<file path="config.mk">
export PLATFORM = sky130hd
export DESIGN_NAME = store_write_buffer_flat
export DESIGN_NICKNAME = d
export VERILOG_FILES = /design/src/rtl/store_write_buffer_if.sv /design/src/rtl/store_write_buffer.sv /design/src/flat_wrapper.sv
export SDC_FILE = /design/constraint.sdc
export NUM_CORES = 1
export LEC_CHECK = 0
export CORE_MARGIN = 2
export CORE_UTILIZATION = 45
export DETAILED_ROUTE_END_ITERATION = 16
export GPL_TIMING_DRIVEN = 0
export HOLD_SLACK_MARGIN = 0.06
export PLACE_DENSITY = 0.64
export SYNTH_ARGS = -nofsm -noshare
export SYNTH_HDL_FRONTEND = slang
export SYNTH_SLANG_ARGS = --single-unit
</file>
<file path="constraint.sdc">
create_clock -name clk -period 7.8 [get_ports clk]
set_input_delay 1.17 -clock clk [delete_from_list [all_inputs] [get_ports clk]]
set_output_delay 1.17 -clock clk [all_outputs]
set_load 0.005 [all_outputs]
</file>
<file path="src/rtl/store_write_buffer_if.sv">
// Store-side, forwarding and memory-side signals of the store write buffer.
// The slave modport is the buffer; the master modport is the core/memory side.
interface store_write_buffer_if #(
  parameter int unsigned AW = 32,
  parameter int unsigned DW = 32
);
  logic          memwrite;
  logic [AW-1:0] dataadr;
  logic [DW-1:0] writedata;
  logic          stall;
  logic [AW-1:0] lookup_addr;
  logic          fwd_hit;
  logic [DW-1:0] fwd_data;
  logic          mem_valid;
  logic [AW-1:0] mem_addr;
  logic [DW-1:0] mem_wdata;
  logic          mem_ready;

  modport slave (
    input  memwrite, dataadr, writedata, lookup_addr, mem_ready,
    output stall, fwd_hit, fwd_data, mem_valid, mem_addr, mem_wdata
  );

  modport master (
    output memwrite, dataadr, writedata, lookup_addr, mem_ready,
    input  stall, fwd_hit, fwd_data, mem_valid, mem_addr, mem_wdata
  );
endinterface

</file>
<file path="src/rtl/store_write_buffer.sv">
// In-order store write buffer between the core store port and data memory,
// with word-granular store-to-load forwarding from buffered entries.
module store_write_buffer #(
  parameter int unsigned DEPTH = 4,
  parameter int unsigned AW    = 32,
  parameter int unsigned DW    = 32
) (
  input  logic                     clk,
  input  logic                     reset,
  store_write_buffer_if.slave      bus,
  output logic [$clog2(DEPTH):0]   count,
  output logic                     empty,
  output logic                     align_err
);

  localparam int unsigned PW = $clog2(DEPTH);
  localparam int unsigned CW = PW + 1;

  logic [AW-1:0] addr_q [DEPTH];
  logic [AW-1:0] addr_d [DEPTH];
  logic [DW-1:0] data_q [DEPTH];
  logic [DW-1:0] data_d [DEPTH];
  logic [PW-1:0] head_q, head_d;
  logic [PW-1:0] tail_q, tail_d;
  logic [CW-1:0] count_q, count_d;
  logic          empty_q, empty_d;
  logic          align_err_q, align_err_d;

  logic          full;
  logic          aligned;
  logic          push;
  logic          pop;
  logic          fwd_hit_c;
  logic [DW-1:0] fwd_data_c;
  logic [PW-1:0] fwd_idx;
  logic          unused_lookup_lsbs;

  assign full    = (count_q == CW'(DEPTH));
  assign aligned = (bus.dataadr[1:0] == 2'b00);
  assign push    = bus.memwrite & ~full & aligned;
  assign pop     = ~empty_q & bus.mem_ready;

  // Next-state for storage, pointers, occupancy and the sticky alignment flag.
  always_comb begin
    addr_d      = addr_q;
    data_d      = data_q;
    head_d      = head_q;
    tail_d      = tail_q;
    count_d     = count_q;
    align_err_d = align_err_q;
    if (push) begin
      addr_d[tail_q] = bus.dataadr;
      data_d[tail_q] = bus.writedata;
      tail_d         = PW'(tail_q + PW'(1));
    end
    if (pop) begin
      head_d = PW'(head_q + PW'(1));
    end
    count_d = CW'(count_q + CW'(push) - CW'(pop));
    empty_d = (count_d == '0);
    if (bus.memwrite && !aligned) begin
      align_err_d = 1'b1;
    end
  end

  always_ff @(posedge clk or negedge reset) begin
    if (!reset) begin
      for (int unsigned i = 0; i < DEPTH; i++) begin
        addr_q[i] <= '0;
        data_q[i] <= '0;
      end
      head_q      <= '0;
      tail_q      <= '0;
      count_q     <= '0;
      empty_q     <= 1'b1;
      align_err_q <= 1'b0;
    end else begin
      addr_q      <= addr_d;
      data_q      <= data_d;
      head_q      <= head_d;
      tail_q      <= tail_d;
      count_q     <= count_d;
      empty_q     <= empty_d;
      align_err_q <= align_err_d;
    end
  end

  // Scan oldest to youngest so the last match (nearest tail) wins.
  always_comb begin
    fwd_hit_c  = 1'b0;
    fwd_data_c = '0;
    fwd_idx    = '0;
    for (int unsigned k = 0; k < DEPTH; k++) begin
      fwd_idx = PW'(head_q + PW'(k));
      if ((CW'(k) < count_q) &&
          (addr_q[fwd_idx][AW-1:2] == bus.lookup_addr[AW-1:2])) begin
        fwd_hit_c  = 1'b1;
        fwd_data_c = data_q[fwd_idx];
      end
    end
  end

  assign unused_lookup_lsbs = ^bus.lookup_addr[1:0];

  assign bus.stall     = bus.memwrite & full;
  assign bus.fwd_hit   = fwd_hit_c;
  assign bus.fwd_data  = fwd_data_c;
  assign bus.mem_valid = ~empty_q;
  assign bus.mem_addr  = addr_q[head_q];
  assign bus.mem_wdata = data_q[head_q];
  assign count         = count_q;
  assign empty         = empty_q;
  assign align_err     = align_err_q;

endmodule

</file>
<file path="src/flat_wrapper.sv">
// flat-port wrapper written by rule: the top's interface ports become plain ports
module store_write_buffer_flat 
#(
  parameter int unsigned DEPTH = 4,
  parameter int unsigned AW    = 32,
  parameter int unsigned DW    = 32
)
  (clk, reset, count, empty, align_err, bus_memwrite, bus_dataadr, bus_writedata, bus_lookup_addr, bus_mem_ready, bus_stall, bus_fwd_hit, bus_fwd_data, bus_mem_valid, bus_mem_addr, bus_mem_wdata);
  store_write_buffer_if #(.AW(AW), .DW(DW)) bus_i ();
  input  logic clk;
  input  logic reset;
  output logic [$clog2(DEPTH):0] count;
  output logic empty;
  output logic align_err;
  input wire logic [$bits(bus_i.memwrite)-1:0] bus_memwrite;
  input wire logic [$bits(bus_i.dataadr)-1:0] bus_dataadr;
  input wire logic [$bits(bus_i.writedata)-1:0] bus_writedata;
  input wire logic [$bits(bus_i.lookup_addr)-1:0] bus_lookup_addr;
  input wire logic [$bits(bus_i.mem_ready)-1:0] bus_mem_ready;
  output wire logic [$bits(bus_i.stall)-1:0] bus_stall;
  output wire logic [$bits(bus_i.fwd_hit)-1:0] bus_fwd_hit;
  output wire logic [$bits(bus_i.fwd_data)-1:0] bus_fwd_data;
  output wire logic [$bits(bus_i.mem_valid)-1:0] bus_mem_valid;
  output wire logic [$bits(bus_i.mem_addr)-1:0] bus_mem_addr;
  output wire logic [$bits(bus_i.mem_wdata)-1:0] bus_mem_wdata;
  assign bus_i.memwrite = bus_memwrite;
  assign bus_i.dataadr = bus_dataadr;
  assign bus_i.writedata = bus_writedata;
  assign bus_i.lookup_addr = bus_lookup_addr;
  assign bus_i.mem_ready = bus_mem_ready;
  assign bus_stall = bus_i.stall;
  assign bus_fwd_hit = bus_i.fwd_hit;
  assign bus_fwd_data = bus_i.fwd_data;
  assign bus_mem_valid = bus_i.mem_valid;
  assign bus_mem_addr = bus_i.mem_addr;
  assign bus_mem_wdata = bus_i.mem_wdata;
  store_write_buffer #(.DEPTH(DEPTH), .AW(AW), .DW(DW)) u_core (.clk(clk), .reset(reset), .bus(bus_i), .count(count), .empty(empty), .align_err(align_err));
endmodule
</file>
==> flow_summary_export.csv, run 1 <==
group,metric,value,unit
timing,fin_skew,0.01780,ns
timing,tightest_slew,1.052,ns
clock_network,hold_buffers,0,
final_layout,multi_input_area,11470,µm²
timing,report.final.setup_viol,0,
route,drcViolationCount,0,
grt,grt_pass1_wl,99.15,mm
place,port_buffers,181,
final_layout,final_nets,1838,
final_layout,final-instance-count-excl-fill,2294,
critical_path,regToRegStartpoint,"u_core.head_q[1]",
timing,fin_crit_sh,89.44,%
pwr,p_comb_share,60.2,%
grt,grt_max_degree,124,
critical_path,worst-r2r-setup-slack,3.84,ns
pwr,p_leak,8.842,nW
place,place_area,21430,µm²
run,drv_cap,0,
logic_synthesis,syn_inst,1513,
logic_synthesis,syn_area,18890,µm²
clock_network,clk_path_buf_depth,3,
timing,rsz0062_at_grt,"no",
logic_synthesis,yosys-top-cells-count,"mux2_2 (297), dfrtp_1 (264), mux2i_1 (186), mux4_2 (120), nor2_1 (80)",
final_layout,area_delta_synth_final,18.96,%
clock_network,cts_made_buffers,31,
clock_network,clock_latency,0.59,ns
floorplan,die_y,208.9,µm
route,drtPass1Iterations,5,
pwr,p_per_area,468.6,nW/µm²
route,drtAntennaViolNets,0,
route,drt_wl_total,66.02,mm
pwr,swShare,42.39,%
logic_synthesis,ys_warn_count,0,
final_layout,nFillCells,3583,
place,pre_cts_ws,1.331,ns
logic_synthesis,synthDistinctLibCells,65,
critical_path,required,6.63,ns
status,outcome,"completed",
final_layout,ff_latch_area,6633,µm²
place,hpwl,48.72,mm
pwr,switchingPower,0.004464,W
pwr,power,0.01053,W
clock_network,htreeDepth,1,
critical_path,end_kind,"primary output",
clock_network,post_cts_resized,0,
logic_synthesis,ys_seq_elements,265,
critical_path,worstPathMaxFanout,10,
logic_synthesis,async_reset_ff_share,100.0,%
pwr,internal_power,0.006065,W
timing,final_hold_viol_count,0,
floorplan,die_area,43630,µm²
place,dpl.cell_count,2235,
clock_network,post_cts_buffers,0,
critical_path,cp-start-kind,"register",
grt,antenna_found_initial,3,
floorplan,die_w,208.9,µm
place,gp_congestion,0.9901,
grt,overflow,0,
route,routedWlPerCell,28.78,µm
critical_path,endpoint,"bus_fwd_data[14]",
floorplan,io_pins,204,
critical_path,slowest_delay,0.75,ns
hold_path,hold_path.class,"input port to async pin",
grt,grtUsageTotal,30.16,%
logic_synthesis,synth_area_leader_cell,"dfrtp_1",
critical_path,path_cells,"buf_4, buf_6, buf_4, mux4_2, xor2_1, nor4_1, o2111ai_1, or3_1, o21bai_1, clkbuf_1, o21ai_1, clkdlybuf4s50_1",
critical_path,worstSetupPathType,"register to primary output",
route,drtIter0Drc,1316,
timing,drv_slew,0,
pwr,power_frac_seq,25.8,%
logic_synthesis,synth_edf_count,0,
critical_path,critPathLaunch,"u_core.head_q[1]",
grt,grt_pass1_vias,15290,
pwr,clockPowerShare,14.0,%
pwr,ir_drop,0.0002862,V
critical_path,cp_slowest_cell,"nor4_1",
logic_synthesis,synth_area_leaders,"dfrtp_1 (35%), mux2_2 (18%), mux4_2 (14%)",
logic_synthesis,yosysMostFrequentCell,"mux2_2",
timing,timing.fmax,0.1433,GHz
timing,slew_headroom,29.86,%
critical_path,r2r_end,"u_core.head_q[1]",
clock_network,cts_tree,"done",
clock_network,cts.sink_count,265,
logic_synthesis,ys_seq_area_share,35.12,%
timing,setup_ws,0.8236,ns
logic_synthesis,synth_nets,1622,
final_layout,post-route-util,53.93,%
logic_synthesis,postSynthAreaPerCell,12.48,µm²
critical_path,crit_path_frequent_cell,"buf_4",
logic_synthesis,synth-main-ff-cell,"dfrtp_1",
route,via_count,14790,
floorplan,rows,75,
clock_network,path_clk_slew,0.06,ns
floorplan,start_util,45.33,%
clock_network,cts-root-buf,"clkbuf_16",
final_layout,fin_area,22470,µm²
logic_synthesis,yosysTopAreaCellShare,34.98,%
final_layout,drive_gt1_share,31.89,%
critical_path,reg2reg_depth,11,
critical_path,cp.arrival,5.81,ns
timing,min_period,6.976,ns
route,viasPerCell,6.449,
floorplan,core,41670,µm²
## power groups by stage
stage          Sequential [W]  Clock, W  Combinational (W)
3_5_place_dp          0.00271         0            0.00625
6_report              0.00272   0.00147            0.00634
5_1_grt               0.00281   0.00155            0.00666
2_1_floorplan         0.00246         0            0.00418
4_1_cts               0.00269   0.00150            0.00628
3_3_place_gp          0.00265         0            0.00621
## worst max-delay path: cells and delay by family (launching register included)
kind	cells	cell delay, ns
buffers and inverters	5	1.87
AND/OR/NAND/NOR	2	1.35
AO/OA/AOI/OAI	3	0.98
flip-flops	1	0.49
multiplexers	1	0.33
XOR/XNOR	1	0.16
## registers in the layout, summed over array words and instances (netlist names)
register / flops
u_core.addr_q: 128
u_core.empty: 1
u_core.data_q: 128
u_core.count: 3
u_core.align_err: 1
u_core.head_q: 2
u_core.tail_q: 2
## cells in the final DEF (no fill, tap or decap), drive strengths merged, types with 5 or more instances in the layout
| cell | count |
|---|---|
| clkbuf | 119 |
| o22ai | 10 |
| nand2 | 20 |
| clkinv | 11 |
| a222oi | 5 |
| a211oi | 6 |
| inv | 21 |
| nand4 | 12 |
| mux2i | 188 |
| a21oi | 47 |
| mux2 | 298 |
| ha | 8 |
| a2bb2oi | 6 |
| mux4 | 120 |
| a2111oi | 63 |
| nor2 | 81 |
| clkdlybuf4s50 | 180 |
| xnor2 | 70 |
| dfrtp | 264 |
| xor2 | 36 |
| and2 | 9 |
| nor3 | 5 |
| a221oi | 6 |
| o21ai | 38 |
| nor4 | 14 |
| buf | 61 |
| o2111ai | 7 |
## metrics by stage
stage	TNS, ns	hold slack [ns]
2_1_floorplan	0	0.4477
3_3_place_gp	-1471.43	0.4567
3_5_place_dp	0	0.4551
4_1_cts	0	0.4715
5_1_grt	0	0.4919
6_report	0	0.4685
## logic make-up (layout without fill, tap and decap cells)
group / Yosys count / count (layout) / synth area share, %
buffers and inverters: 155 / 395 / 4.160
AND/OR/NAND/NOR: 159 / 159 / 4.100
adder cells (fa/ha/maj): 9 / 9 / 0.6360
flip-flops: 265 / 265 / 35.12
multiplexers: 606 / 606 / 42.12
XOR/XNOR: 106 / 106 / 4.915
other: 0 / 2 / 0
AO/OA/AOI/OAI: 213 / 213 / 8.949
## how the worst min path moves through the flow
stage,from,end,slack [ns],depth (start not counted)
3_5_place_dp,u_core.align_err,u_core.align_err,0.46,1
6_report,reset,u_core.data_q[103],0.47,1
5_1_grt,reset,u_core.data_q[103],0.49,1
4_1_cts,reset,u_core.data_q[103],0.47,1
3_3_place_gp,u_core.align_err,u_core.align_err,0.46,1
2_1_floorplan,u_core.addr_q[32],u_core.addr_q[32],0.45,1
## area by class of cell
cell class / instances / area share (%)
flip-flops and latches: 265 / 29.52
repair buffers: 183 / 8.331
multi-input cells: 1093 / 51.05
plain buffers: 136 / 3.180
diodes: 2 / 0.02227
well taps: 539 / 3.001
clock inverters: 16 / 0.7406
inverters: 19 / 0.3174
clock buffers: 41 / 3.842
## metal layers
metal / track usage (%) / share of wire [%]
met1: 40.25 / 42
met2: 50.14 / 48
met3: 4.779 / 7.0
met4: 10.34 / 3.4
met5: 0 / 0.018
Note: power is estimated with default switching activity, not from simulation.
==> run 2: changes to the inputs <==
--- a/config.mk
+++ b/config.mk
@@ -11,6 +11,7 @@
 export GPL_TIMING_DRIVEN = 0
 export HOLD_SLACK_MARGIN = 0.06
 export PLACE_DENSITY = 0.64
+export SLEW_MARGIN = 20
 export SYNTH_ARGS = -nofsm -noshare
 export SYNTH_HDL_FRONTEND = slang
 export SYNTH_SLANG_ARGS = --single-unit
==> run 2 against run 1 <==
Compared with the run above:
- count of clock-buffer cells in the layout decreased by 3
- critical endpoint is now bus_fwd_data[18]
- clock skew barely moved
- core utilization grew 0.13 points
- largest cell class unchanged
- combinational power about the same
- global-route usage is essentially flat
- via count is essentially flat
- largest power group unchanged
- critical path depth unchanged
- total power is 0.17% higher
- sequential share of layout area down 0.071 points
- clock power hardly changed
- non-clock buffer count is 1 higher
==> flow_summary_export.csv, run 2 (synthesis gave the netlist of run 1 again) <==
group,metric,value,unit
timing,report.final.setup_viol,0,
pwr,ir_drop,0.0002792,V
floorplan,core,41670,µm²
timing,fin_crit_sh,90.04,%
final_layout,final_nets,1838,
grt,antenna_found_initial,0,
grt,grt_pass1_vias,15130,
timing,rsz0062_at_grt,"no",
route,drtPass1Iterations,5,
route,drtAntennaViolNets,0,
critical_path,reg2reg_depth,11,
hold_path,holdPathStages,1,
clock_network,hold_buffers,0,
clock_network,post_cts_buffers,0,
clock_network,clk_path_buf_depth,3,
route,viasPerCell,6.449,
critical_path,worstPathMaxFanout,10,
critical_path,worstSetupPathType,"register to primary output",
floorplan,start_util,45.33,%
place,port_buffers,181,
critical_path,cp.arrival,5.85,ns
timing,min_period,7.023,ns
timing,tightest_slew,1.007,ns
hold_path,hold_path.class,"register to register",
grt,grt_max_degree,89,
place,gp_congestion,0.9901,
clock_network,htreeDepth,1,
route,routedWlPerCell,28.71,µm
final_layout,final-instance-count-excl-fill,2292,
final_layout,post-route-util,54.06,%
final_layout,nFillCells,3621,
floorplan,io_pins,204,
clock_network,cts-root-buf,"clkbuf_16",
pwr,p_per_area,468.3,nW/µm²
place,dpl.cell_count,2236,
floorplan,die_w,208.9,µm
final_layout,drive_gt1_share,32.12,%
final_layout,ff_latch_area,6633,µm²
final_layout,antennaDiodeCount,0,
clock_network,cts_tree,"done",
timing,fin_skew,0.01801,ns
timing,slew_headroom,32.86,%
grt,grtUsageTotal,30.14,%
timing,hold_ws,0.4742,ns
place,hpwl,49.00,mm
clock_network,cts.sink_count,265,
final_layout,layout_commonest_cell,"mux2_2",
route,drtIter0Drc,1305,
route,via_count,14780,
critical_path,required,6.63,ns
final_layout,multi_input_area,11470,µm²
floorplan,die_area,43630,µm²
timing,drv_slew,0,
final_layout,final_cell_mix,"mux2_2 (297), dfrtp_1 (264), mux2i_1 (186), clkdlybuf4s50_1 (180), mux4_2 (120)",
clock_network,clock_latency,0.59,ns
timing,setup_ws,0.7769,ns
timing,timing.fmax,0.1424,GHz
floorplan,rows,75,
route,drcViolationCount,0,
grt,grt_pass1_wl,98.83,mm
clock_network,post_cts_resized,0,
clock_network,path_clk_slew,0.06,ns
final_layout,area_delta_synth_final,19.24,%
run,drv_cap,0,
grt,overflow,0,
clock_network,cts_made_buffers,30,
timing,final_hold_viol_count,0,
route,drt_wl_total,65.81,mm
critical_path,end_kind,"primary output",
floorplan,die_y,208.9,µm
place,pre_cts_ws,1.321,ns
status,outcome,"completed",
critical_path,cp-start-kind,"register",
pwr,p_leak,8.854,nW
pwr,power,0.01055,W
run 2: path summary, 6_finish.rpt:
check / from / to / slack [ns]
min reg2reg: u_core.align_err / u_core.align_err / 0.47
min: u_core.align_err / u_core.align_err / 0.47
max: u_core.head_q[1] / bus_fwd_data[18] / 0.78
min in group asynchronous: reset / u_core.data_q[103] / 0.48
max in group asynchronous: reset / u_core.empty / 6.19
max reg2reg: u_core.head_q[1] / u_core.head_q[1] / 3.85
run 2: critical path: stages (launching register included):
cell	delay [ns]
dfrtp_1	0.49
buf_4	0.33
buf_6	0.26
buf_4	0.25
mux4_2	0.33
xor2_1	0.16
nor4_1	0.78
o2111ai_1	0.20
or3_1	0.62
o21bai_1	0.58
clkbuf_1	0.55
o21ai_1	0.21
clkdlybuf4s50_1	0.48
run 2: stage by stage:
stage | area (µm²) | setup TNS (ns)
2_1_floorplan | 18890 | 0
3_3_place_gp | 21370 | -1471.43
3_5_place_dp | 21460 | 0
4_1_cts | 22520 | 0
5_1_grt | 22520 | 0
6_report | 22520 | 0
run 2: report_power, final:
part           switching [W]  internal, W
Clock               0.000597     0.000896
Combinational        0.00318      0.00316
Sequential          0.000679      0.00203
run 2: area by class of cell:
cell class	count	area share, %
clock inverter	18	0.9722
tap	539	2.994
clock buffer	38	3.733
multi-input combinational	1093	50.93
inverter	19	0.3166
timing repair buffer	184	8.433
sequential	265	29.45
buffer	136	3.178
run 2: routing by layer:
layer / track usage [%] / part of all wire, %
met1: 40.22 / 42
met2: 49.76 / 48
met3: 5.080 / 7.2
met5: 0 / 0
met4: 10.62 / 3.6
==> run 3: changes to the inputs <==
==> constraint.sdc (replaced) <==
create_clock -name clk -period 7.8 [get_ports clk]
set_input_delay 1.17 -clock clk [delete_from_list [all_inputs] [get_ports clk]]
set_output_delay 1.17 -clock clk [all_outputs]
set_load 0.05 [all_outputs]
==> results of run 3 <==
Same layout as run 2 (identical final DEF). Status: completed.
Main changes from that run: setup slack after placement 1.321 ns -> 1.032 ns; setup slack after layout 0.7769 ns -> 0.5201 ns; total power 0.01055 W -> 0.01164 W; worst IR drop on VDD 0.0002792 V -> 0.0005559 V
